**src/rtl/lcd_scanout_ctrl_pkg.sv**
```systemverilog
// ---------------------------------------------------------------------------
// lcd_scanout_ctrl_pkg
// Shared definitions for the LCD scan-out stage: the 480x272 panel timing
// (porches, sync widths), derived line/frame totals, active-window bounds,
// frame size and the scan-out FSM state type.
// Ports: none (package).
// ---------------------------------------------------------------------------
package lcd_scanout_ctrl_pkg;

    localparam int LCD_H_ACTIVE = 480;
    localparam int LCD_H_FP     = 2;
    localparam int LCD_H_SYNC   = 41;
    localparam int LCD_H_BP     = 2;

    localparam int LCD_V_ACTIVE = 272;
    localparam int LCD_V_FP     = 2;
    localparam int LCD_V_SYNC   = 10;
    localparam int LCD_V_BP     = 2;

    localparam int LCD_ADDR_W   = 17;

    // A line/frame starts with the sync pulse, then back porch, active, front porch.
    localparam int LCD_H_TOTAL     = LCD_H_SYNC + LCD_H_BP + LCD_H_ACTIVE + LCD_H_FP;
    localparam int LCD_V_TOTAL     = LCD_V_SYNC + LCD_V_BP + LCD_V_ACTIVE + LCD_V_FP;
    localparam int LCD_H_ACT_START = LCD_H_SYNC + LCD_H_BP;
    localparam int LCD_H_ACT_END   = LCD_H_ACT_START + LCD_H_ACTIVE - 1;
    localparam int LCD_V_ACT_START = LCD_V_SYNC + LCD_V_BP;
    localparam int LCD_V_ACT_END   = LCD_V_ACT_START + LCD_V_ACTIVE - 1;
    localparam int LCD_FRAME_PIXELS = LCD_H_ACTIVE * LCD_V_ACTIVE;

    typedef enum logic {
        ST_IDLE = 1'b0,
        ST_RUN  = 1'b1
    } scan_state_e;

endpackage

```
**src/rtl/lcd_timing_gen.sv**
```systemverilog
// ---------------------------------------------------------------------------
// lcd_timing_gen
// Horizontal/vertical position counters for the panel raster plus the
// sync-window and active-window decodes for the current position.
// Ports:
//   clk, rst_n   pixel clock, async active-low reset
//   en           count enable; counters are held at 0 while low
//   h_sync_act   current position lies in the HSync pulse
//   v_sync_act   current position lies in the VSync pulse
//   active       current position is a visible pixel
//   frame_end    current position is the last clock of the frame
// ---------------------------------------------------------------------------
module lcd_timing_gen
    import lcd_scanout_ctrl_pkg::*;
#(
    parameter int H_SYNC   = LCD_H_SYNC,
    parameter int H_BP     = LCD_H_BP,
    parameter int H_ACTIVE = LCD_H_ACTIVE,
    parameter int H_FP     = LCD_H_FP,
    parameter int V_SYNC   = LCD_V_SYNC,
    parameter int V_BP     = LCD_V_BP,
    parameter int V_ACTIVE = LCD_V_ACTIVE,
    parameter int V_FP     = LCD_V_FP
)(
    input  logic clk,
    input  logic rst_n,
    input  logic en,
    output logic h_sync_act,
    output logic v_sync_act,
    output logic active,
    output logic frame_end
);

    localparam int H_TOTAL = H_SYNC + H_BP + H_ACTIVE + H_FP;
    localparam int V_TOTAL = V_SYNC + V_BP + V_ACTIVE + V_FP;
    localparam int HW      = $clog2(H_TOTAL);
    localparam int VW      = $clog2(V_TOTAL);

    localparam logic [HW-1:0] H_LAST      = HW'(H_TOTAL - 1);
    localparam logic [HW-1:0] H_SYNC_END  = HW'(H_SYNC);
    localparam logic [HW-1:0] H_ACT_FIRST = HW'(H_SYNC + H_BP);
    localparam logic [HW-1:0] H_ACT_LAST  = HW'(H_SYNC + H_BP + H_ACTIVE - 1);
    localparam logic [VW-1:0] V_LAST      = VW'(V_TOTAL - 1);
    localparam logic [VW-1:0] V_SYNC_END  = VW'(V_SYNC);
    localparam logic [VW-1:0] V_ACT_FIRST = VW'(V_SYNC + V_BP);
    localparam logic [VW-1:0] V_ACT_LAST  = VW'(V_SYNC + V_BP + V_ACTIVE - 1);

    logic [HW-1:0] h_cnt_q, h_cnt_d;
    logic [VW-1:0] v_cnt_q, v_cnt_d;
    logic          h_wrap;

    always_comb begin
        h_wrap  = (h_cnt_q == H_LAST);
        h_cnt_d = h_cnt_q;
        v_cnt_d = v_cnt_q;
        if (!en) begin
            h_cnt_d = '0;
            v_cnt_d = '0;
        end else if (h_wrap) begin
            h_cnt_d = '0;
            v_cnt_d = (v_cnt_q == V_LAST) ? '0 : v_cnt_q + VW'(1);
        end else begin
            h_cnt_d = h_cnt_q + HW'(1);
        end
    end

    always_ff @(posedge clk or negedge rst_n) begin
        if (!rst_n) begin
            h_cnt_q <= '0;
            v_cnt_q <= '0;
        end else begin
            h_cnt_q <= h_cnt_d;
            v_cnt_q <= v_cnt_d;
        end
    end

    assign h_sync_act = (h_cnt_q < H_SYNC_END);
    assign v_sync_act = (v_cnt_q < V_SYNC_END);
    assign active     = (h_cnt_q >= H_ACT_FIRST) && (h_cnt_q <= H_ACT_LAST) &&
                        (v_cnt_q >= V_ACT_FIRST) && (v_cnt_q <= V_ACT_LAST);
    assign frame_end  = h_wrap && (v_cnt_q == V_LAST);

endmodule

```
**src/rtl/lcd_scanout_ctrl.sv**
```systemverilog
// ---------------------------------------------------------------------------
// lcd_scanout_ctrl
// Scans a complete RGB565 frame out of the frame buffer in raster order and
// drives TFT HSync/VSync/DE/RGB with a fixed two-clock alignment between the
// raster position and the panel pins. Outputs stay black with idle syncs
// until the upstream converter reports a complete frame.
// Ports:
//   iClk, iRsn       pixel clock, async active-low reset
//   iFrameReady      level, buffer holds a complete frame
//   iRdData          buffer read data {R5,G6,B5}, valid 1 clock after oRdEn
//   oRdEn, oRdAddr   buffer read strobe / address
//   oLcdHSync/VSync  active-low syncs
//   oLcdDe           data enable
//   oLcdR/G/B        pixel colour, 0 outside DE
//   oFrameDone       1-clock pulse when DE falls after the last pixel
//   oBusy            scan-out running
//
// state   | meaning
// --------+-------------------------------------------------------------
// ST_IDLE | no frame; counters at 0, syncs high, no reads
// ST_RUN  | rastering; re-checks iFrameReady only at the last frame clock
// ---------------------------------------------------------------------------
module lcd_scanout_ctrl
    import lcd_scanout_ctrl_pkg::*;
#(
    parameter int H_SYNC   = LCD_H_SYNC,
    parameter int H_BP     = LCD_H_BP,
    parameter int H_ACTIVE = LCD_H_ACTIVE,
    parameter int H_FP     = LCD_H_FP,
    parameter int V_SYNC   = LCD_V_SYNC,
    parameter int V_BP     = LCD_V_BP,
    parameter int V_ACTIVE = LCD_V_ACTIVE,
    parameter int V_FP     = LCD_V_FP,
    parameter int ADDR_W   = LCD_ADDR_W
)(
    input  logic              iClk,
    input  logic              iRsn,
    input  logic              iFrameReady,
    input  logic [15:0]       iRdData,
    output logic              oRdEn,
    output logic [ADDR_W-1:0] oRdAddr,
    output logic              oLcdHSync,
    output logic              oLcdVSync,
    output logic              oLcdDe,
    output logic [4:0]        oLcdR,
    output logic [5:0]        oLcdG,
    output logic [4:0]        oLcdB,
    output logic              oFrameDone,
    output logic              oBusy
);

    localparam logic [ADDR_W-1:0] LAST_ADDR = ADDR_W'(H_ACTIVE * V_ACTIVE - 1);

    scan_state_e       state_q, state_d;
    logic [ADDR_W-1:0] addr_q, addr_d;
    logic              run;
    logic              h_sync_act, v_sync_act, active, frame_end;
    logic              rd_en, last_rd;

    // Stage 1 holds the decode of slot T during T+1, stage 2 during T+2.
    logic              hs1_q, hs1_d, hs2_q, hs2_d;
    logic              vs1_q, vs1_d, vs2_q, vs2_d;
    logic              de1_q, de1_d, de2_q, de2_d;
    logic              last1_q, last1_d, last2_q, last2_d;
    logic              done_q, done_d;
    logic [15:0]       rgb_q, rgb_d;

    lcd_timing_gen #(
        .H_SYNC   (H_SYNC),
        .H_BP     (H_BP),
        .H_ACTIVE (H_ACTIVE),
        .H_FP     (H_FP),
        .V_SYNC   (V_SYNC),
        .V_BP     (V_BP),
        .V_ACTIVE (V_ACTIVE),
        .V_FP     (V_FP)
    ) u_timing (
        .clk        (iClk),
        .rst_n      (iRsn),
        .en         (run),
        .h_sync_act (h_sync_act),
        .v_sync_act (v_sync_act),
        .active     (active),
        .frame_end  (frame_end)
    );

    assign run     = (state_q == ST_RUN);
    assign rd_en   = run && active;
    assign last_rd = rd_en && (addr_q == LAST_ADDR);

    always_comb begin
        state_d = state_q;
        case (state_q)
            ST_IDLE: if (iFrameReady)               state_d = ST_RUN;
            ST_RUN:  if (frame_end && !iFrameReady) state_d = ST_IDLE;
            default:                                state_d = ST_IDLE;
        endcase

        // Wrapping right after the last pixel keeps addr at 0 for the next frame.
        addr_d = addr_q;
        if (!run)
            addr_d = '0;
        else if (rd_en)
            addr_d = last_rd ? '0 : addr_q + ADDR_W'(1);

        hs1_d   = ~(run & h_sync_act);
        vs1_d   = ~(run & v_sync_act);
        de1_d   = rd_en;
        last1_d = last_rd;
        hs2_d   = hs1_q;
        vs2_d   = vs1_q;
        de2_d   = de1_q;
        last2_d = last1_q;
        // Pulse lands on the slot after the last read, i.e. when delayed DE falls.
        done_d  = last2_q;
        // Read data for slot T arrives during T+1; de1_q is slot T's DE then.
        rgb_d   = de1_q ? iRdData : 16'h0000;
    end

    always_ff @(posedge iClk or negedge iRsn) begin
        if (!iRsn) begin
            state_q <= ST_IDLE;
            addr_q  <= '0;
            hs1_q   <= 1'b1;
            hs2_q   <= 1'b1;
            vs1_q   <= 1'b1;
            vs2_q   <= 1'b1;
            de1_q   <= 1'b0;
            de2_q   <= 1'b0;
            last1_q <= 1'b0;
            last2_q <= 1'b0;
            done_q  <= 1'b0;
            rgb_q   <= 16'h0000;
        end else begin
            state_q <= state_d;
            addr_q  <= addr_d;
            hs1_q   <= hs1_d;
            hs2_q   <= hs2_d;
            vs1_q   <= vs1_d;
            vs2_q   <= vs2_d;
            de1_q   <= de1_d;
            de2_q   <= de2_d;
            last1_q <= last1_d;
            last2_q <= last2_d;
            done_q  <= done_d;
            rgb_q   <= rgb_d;
        end
    end

    assign oRdEn      = rd_en;
    assign oRdAddr    = addr_q;
    assign oLcdHSync  = hs2_q;
    assign oLcdVSync  = vs2_q;
    assign oLcdDe     = de2_q;
    assign oLcdR      = rgb_q[15:11];
    assign oLcdG      = rgb_q[10:5];
    assign oLcdB      = rgb_q[4:0];
    assign oFrameDone = done_q;
    assign oBusy      = run;

endmodule

```
**config.mk**
```make
export PLATFORM = sky130hd
export DESIGN_NAME = lcd_scanout_ctrl
export DESIGN_NICKNAME = d
export VERILOG_FILES = /design/src/rtl/lcd_scanout_ctrl_pkg.sv /design/src/rtl/lcd_timing_gen.sv /design/src/rtl/lcd_scanout_ctrl.sv
export SDC_FILE = /design/constraint.sdc
export NUM_CORES = 1
export LEC_CHECK = 0
export ABC_AREA = 1
export BUFFER_PORTS_ARGS = -buffer_cell sky130_fd_sc_hd__buf_4
export CAP_MARGIN = 20
export CORE_UTILIZATION = 53
export DETAILED_ROUTE_END_ITERATION = 7
export PLACE_DENSITY = 0.79
export SLEW_MARGIN = 20
export SYNTH_ARGS = -nofsm -noshare
export SYNTH_HDL_FRONTEND = slang
export SYNTH_SLANG_ARGS = --single-unit
```
**constraint.sdc**
```tcl
create_clock -name iClk -period 3.95 [get_ports iClk]
set_input_delay 0.1975 -clock iClk [delete_from_list [all_inputs] [get_ports iClk]]
set_output_delay 0.1975 -clock iClk [all_outputs]
set_load 0.005 [all_outputs]
```
==> flow_summary.toml <==
[cts]
cts.sinks = 62
cts_tree = "built"
cts_buffer_depth = 2
cts_buffers = 9
path_clk_slew_ns = 0.07
htreeDepth = 3
cts_root_buffer = "clkbuf_8"
cts.repair.resized = 0
clkLatencyLatePin_ns = 0.33
post_cts_buffers = 0
cts_hold_buf = 1

[sta]
post-route-period-util = 0.591
setup_viol = 0
worst_pin_slew_ns = 0.848
drv_slew = 0
rsz0062_at_grt = "no"
relSlewSlack = 0.435
hold_viol_final = 0
fmax_mhz = 428
setup_tns_ns = 0
fin_crit_ns = 2.33
skew_ns = 0.00899

[synth]
syn_area_per_cell_um2 = 8.03
synthAdderAreaFrac = 0.0280
synth_top_family_by_area = "simple AND/OR/NAND/NOR gates"
yosysUniqueCellTypes = 31
syn_inst = 389
syn-cell-area_um2 = 3120
syn-num-nets = 415
synth_ff_type = "dfrtp_1"
synth-simple-area-share = 0.310
yosys_warnings = 0
synth_edf_count = 0
synthXorXnorAreaFrac = 0.0421
synth_compound_area_frac = 0.0449
ys_seq_elements = 62
ys_async_sr_fraction = 1.00
synth_mux_area_frac = 0
ys_seq_area_frac = 0.498

[floorplan]
core_area_um2 = 5610
std_cell_rows = 27
initial_core_util = 0.557
die_area_um2 = 6200
io_pins = 58
die_x_um = 78.8
dieHeight_um = 78.8

[placement]
io_buffers = 57
hpwl_um = 4580
placed_area_um2 = 3590
gp_congestion = 0.842

[run_status]
run_status = "complete, no violations"

[job]
cap_violations = 0

[pwr]
power.leakage_nw = 2.05
power_density_nw_per_um2 = 395
ir_worst_vdd_uv = 248

[global_routing]
grt_pass1_vias = 2424
grt_first_pass_wirelength_um = 11100
grt_usage = 0.234
antenna_found_initial = 0
grt_max_degree = 63
gr-total-overflow = 0

[detailed_routing]
finalWirelength_um = 6530
drc = 0
vias = 2710
ant_nets = 0
via_per_inst = 5.16
drt_iter0_markers = 179
firstDrtPassIters = 4
wire_per_inst_um = 12.4

[cells_and_area]
multi_input_area_um2 = 1330
n_antenna_cell = 0
fin_area_um2 = 3800
final_nets = 474
num-fill-cells = 443
regArea_um2 = 1560
syn_to_final_growth_pct = 21.6
layout-drive-gt1-share = 0.194

[setup_path]
end_kind = "primary output"
worstPathRequired_ns = 3.75
cp_max_fo = 26
arrival_ns = 2.14
cp-start-kind = "flip-flop"
critPathKind = "reg2out"

[hold_path]
hp-class = "in2reg"
## final timing paths
check | startpoint | end | slack [ns] | cells after the start
hold reg to reg | done_d | oFrameDone | 0.35 | 0
min in group asynchronous | iRsn | rgb_q[9] | 0.49 | 2
hold / removal | iRdData[2] | rgb_q[2] | 0.05 | 3
setup reg to reg | oBusy | u_timing.v_cnt_q[6] | 1.83 | 4
setup / recovery | oBusy | oRdEn | 1.62 | 3
max in group asynchronous | iRsn | u_timing.v_cnt_q[0] | 2.98 | 2
## kinds of logic (layout without fill, tap and decap cells)
family | Yosys count | after routing
DFF | 62 | 62
buffers and inverters | 59 | 123
xor gates and xnor gates | 15 | 15
adders and majority gates | 7 | 7
AOI/OAI and AO/OA | 24 | 24
and+or+nand+nor | 222 | 222
## per-stage QoR
step                      utilization  cells  hold WS [ns]  total power [mW]  worst slack (ns)
final                           0.677    525        0.0479              1.50              1.62
after global routing            0.677    525        0.0464              1.58              1.49
after CTS                       0.677    525        0.0347              1.51              1.61
after detailed placement        0.640    508         0.319             0.958              1.85
after global placement          0.640    508         0.314             0.957              1.94
after floorplan                     -    389       -0.0981             0.886              2.41
## routing by layer
layer	vias up	global-route usage	share of wire
li1	1344	-	-
met1	1269	0.316	0.47
met2	87	0.362	0.46
met3	10	0.0471	0.053
met4	0	0.107	0.016
met5	-	0	0
## critical path, stage by stage, from the launching register on
cell and delay [ns]:
dfrtp_1 0.89, inv_1 0.37, nor2_8 0.35, buf_4 0.17
## cells in the mapped netlist, types with 2 or more instances
cell	number	area [µm²]
a21oi_1	7	35.0
buf_4	2	15.0
clkbuf_1	6	22.5
dfrtp_1	58	1450
dfstp_2	4	105
ha_1	7	87.6
inv_1	47	176
inv_2	2	7.51
nand2_1	106	398
nand3_1	31	155
nand3b_1	3	22.5
nand4_1	10	62.6
nor2_1	53	199
nor2_2	4	25.0
nor3_1	10	50.1
o21ai_0	10	50.1
o21bai_1	2	15.0
xnor2_1	4	35.0
xor2_1	11	96.3
## sequential cells by signal (all words and copies together), names as in the netlist
signal,count
oLcdVSync,1
oRdAddr,17
de1_q,1
u_timing.v_cnt_q,9
done_d,1
last1_q,1
vs1_q,1
u_timing.h_cnt_q,10
oFrameDone,1
hs1_q,1
oBusy,1
rgb_q,16
oLcdHSync,1
oLcdDe,1
## final cells by class
class                      instances  area share
sequential                        62       0.410
multi-input combinational        268       0.350
timing repair buffer              58       0.115
inverter                          49      0.0485
clock buffer                      10      0.0363
tap                               72      0.0237
clock inverter                     6      0.0162
## layout by cell type, fill, tap and decap left out, drive strengths merged, types with 8 or more instances in the layout
cell	netlist	routed
dfrtp	58	58
nand2	107	107
nor3	10	10
buf	4	57
clkbuf	6	10
a21oi	8	8
nor2	58	58
inv	49	49
o21ai	10	10
xor2	11	11
nand4	10	10
nand3	32	32
## power breakdown
part	leakage, nW	switching, mW	internal, mW	total [mW]
Combinational	1.12	0.121	0.0843	0.205
Clock	0.102	0.242	0.306	0.548
Sequential	0.829	0.0544	0.691	0.745
Total	2.05	0.417	1.08	1.50
(Power assumes the default switching activity.)
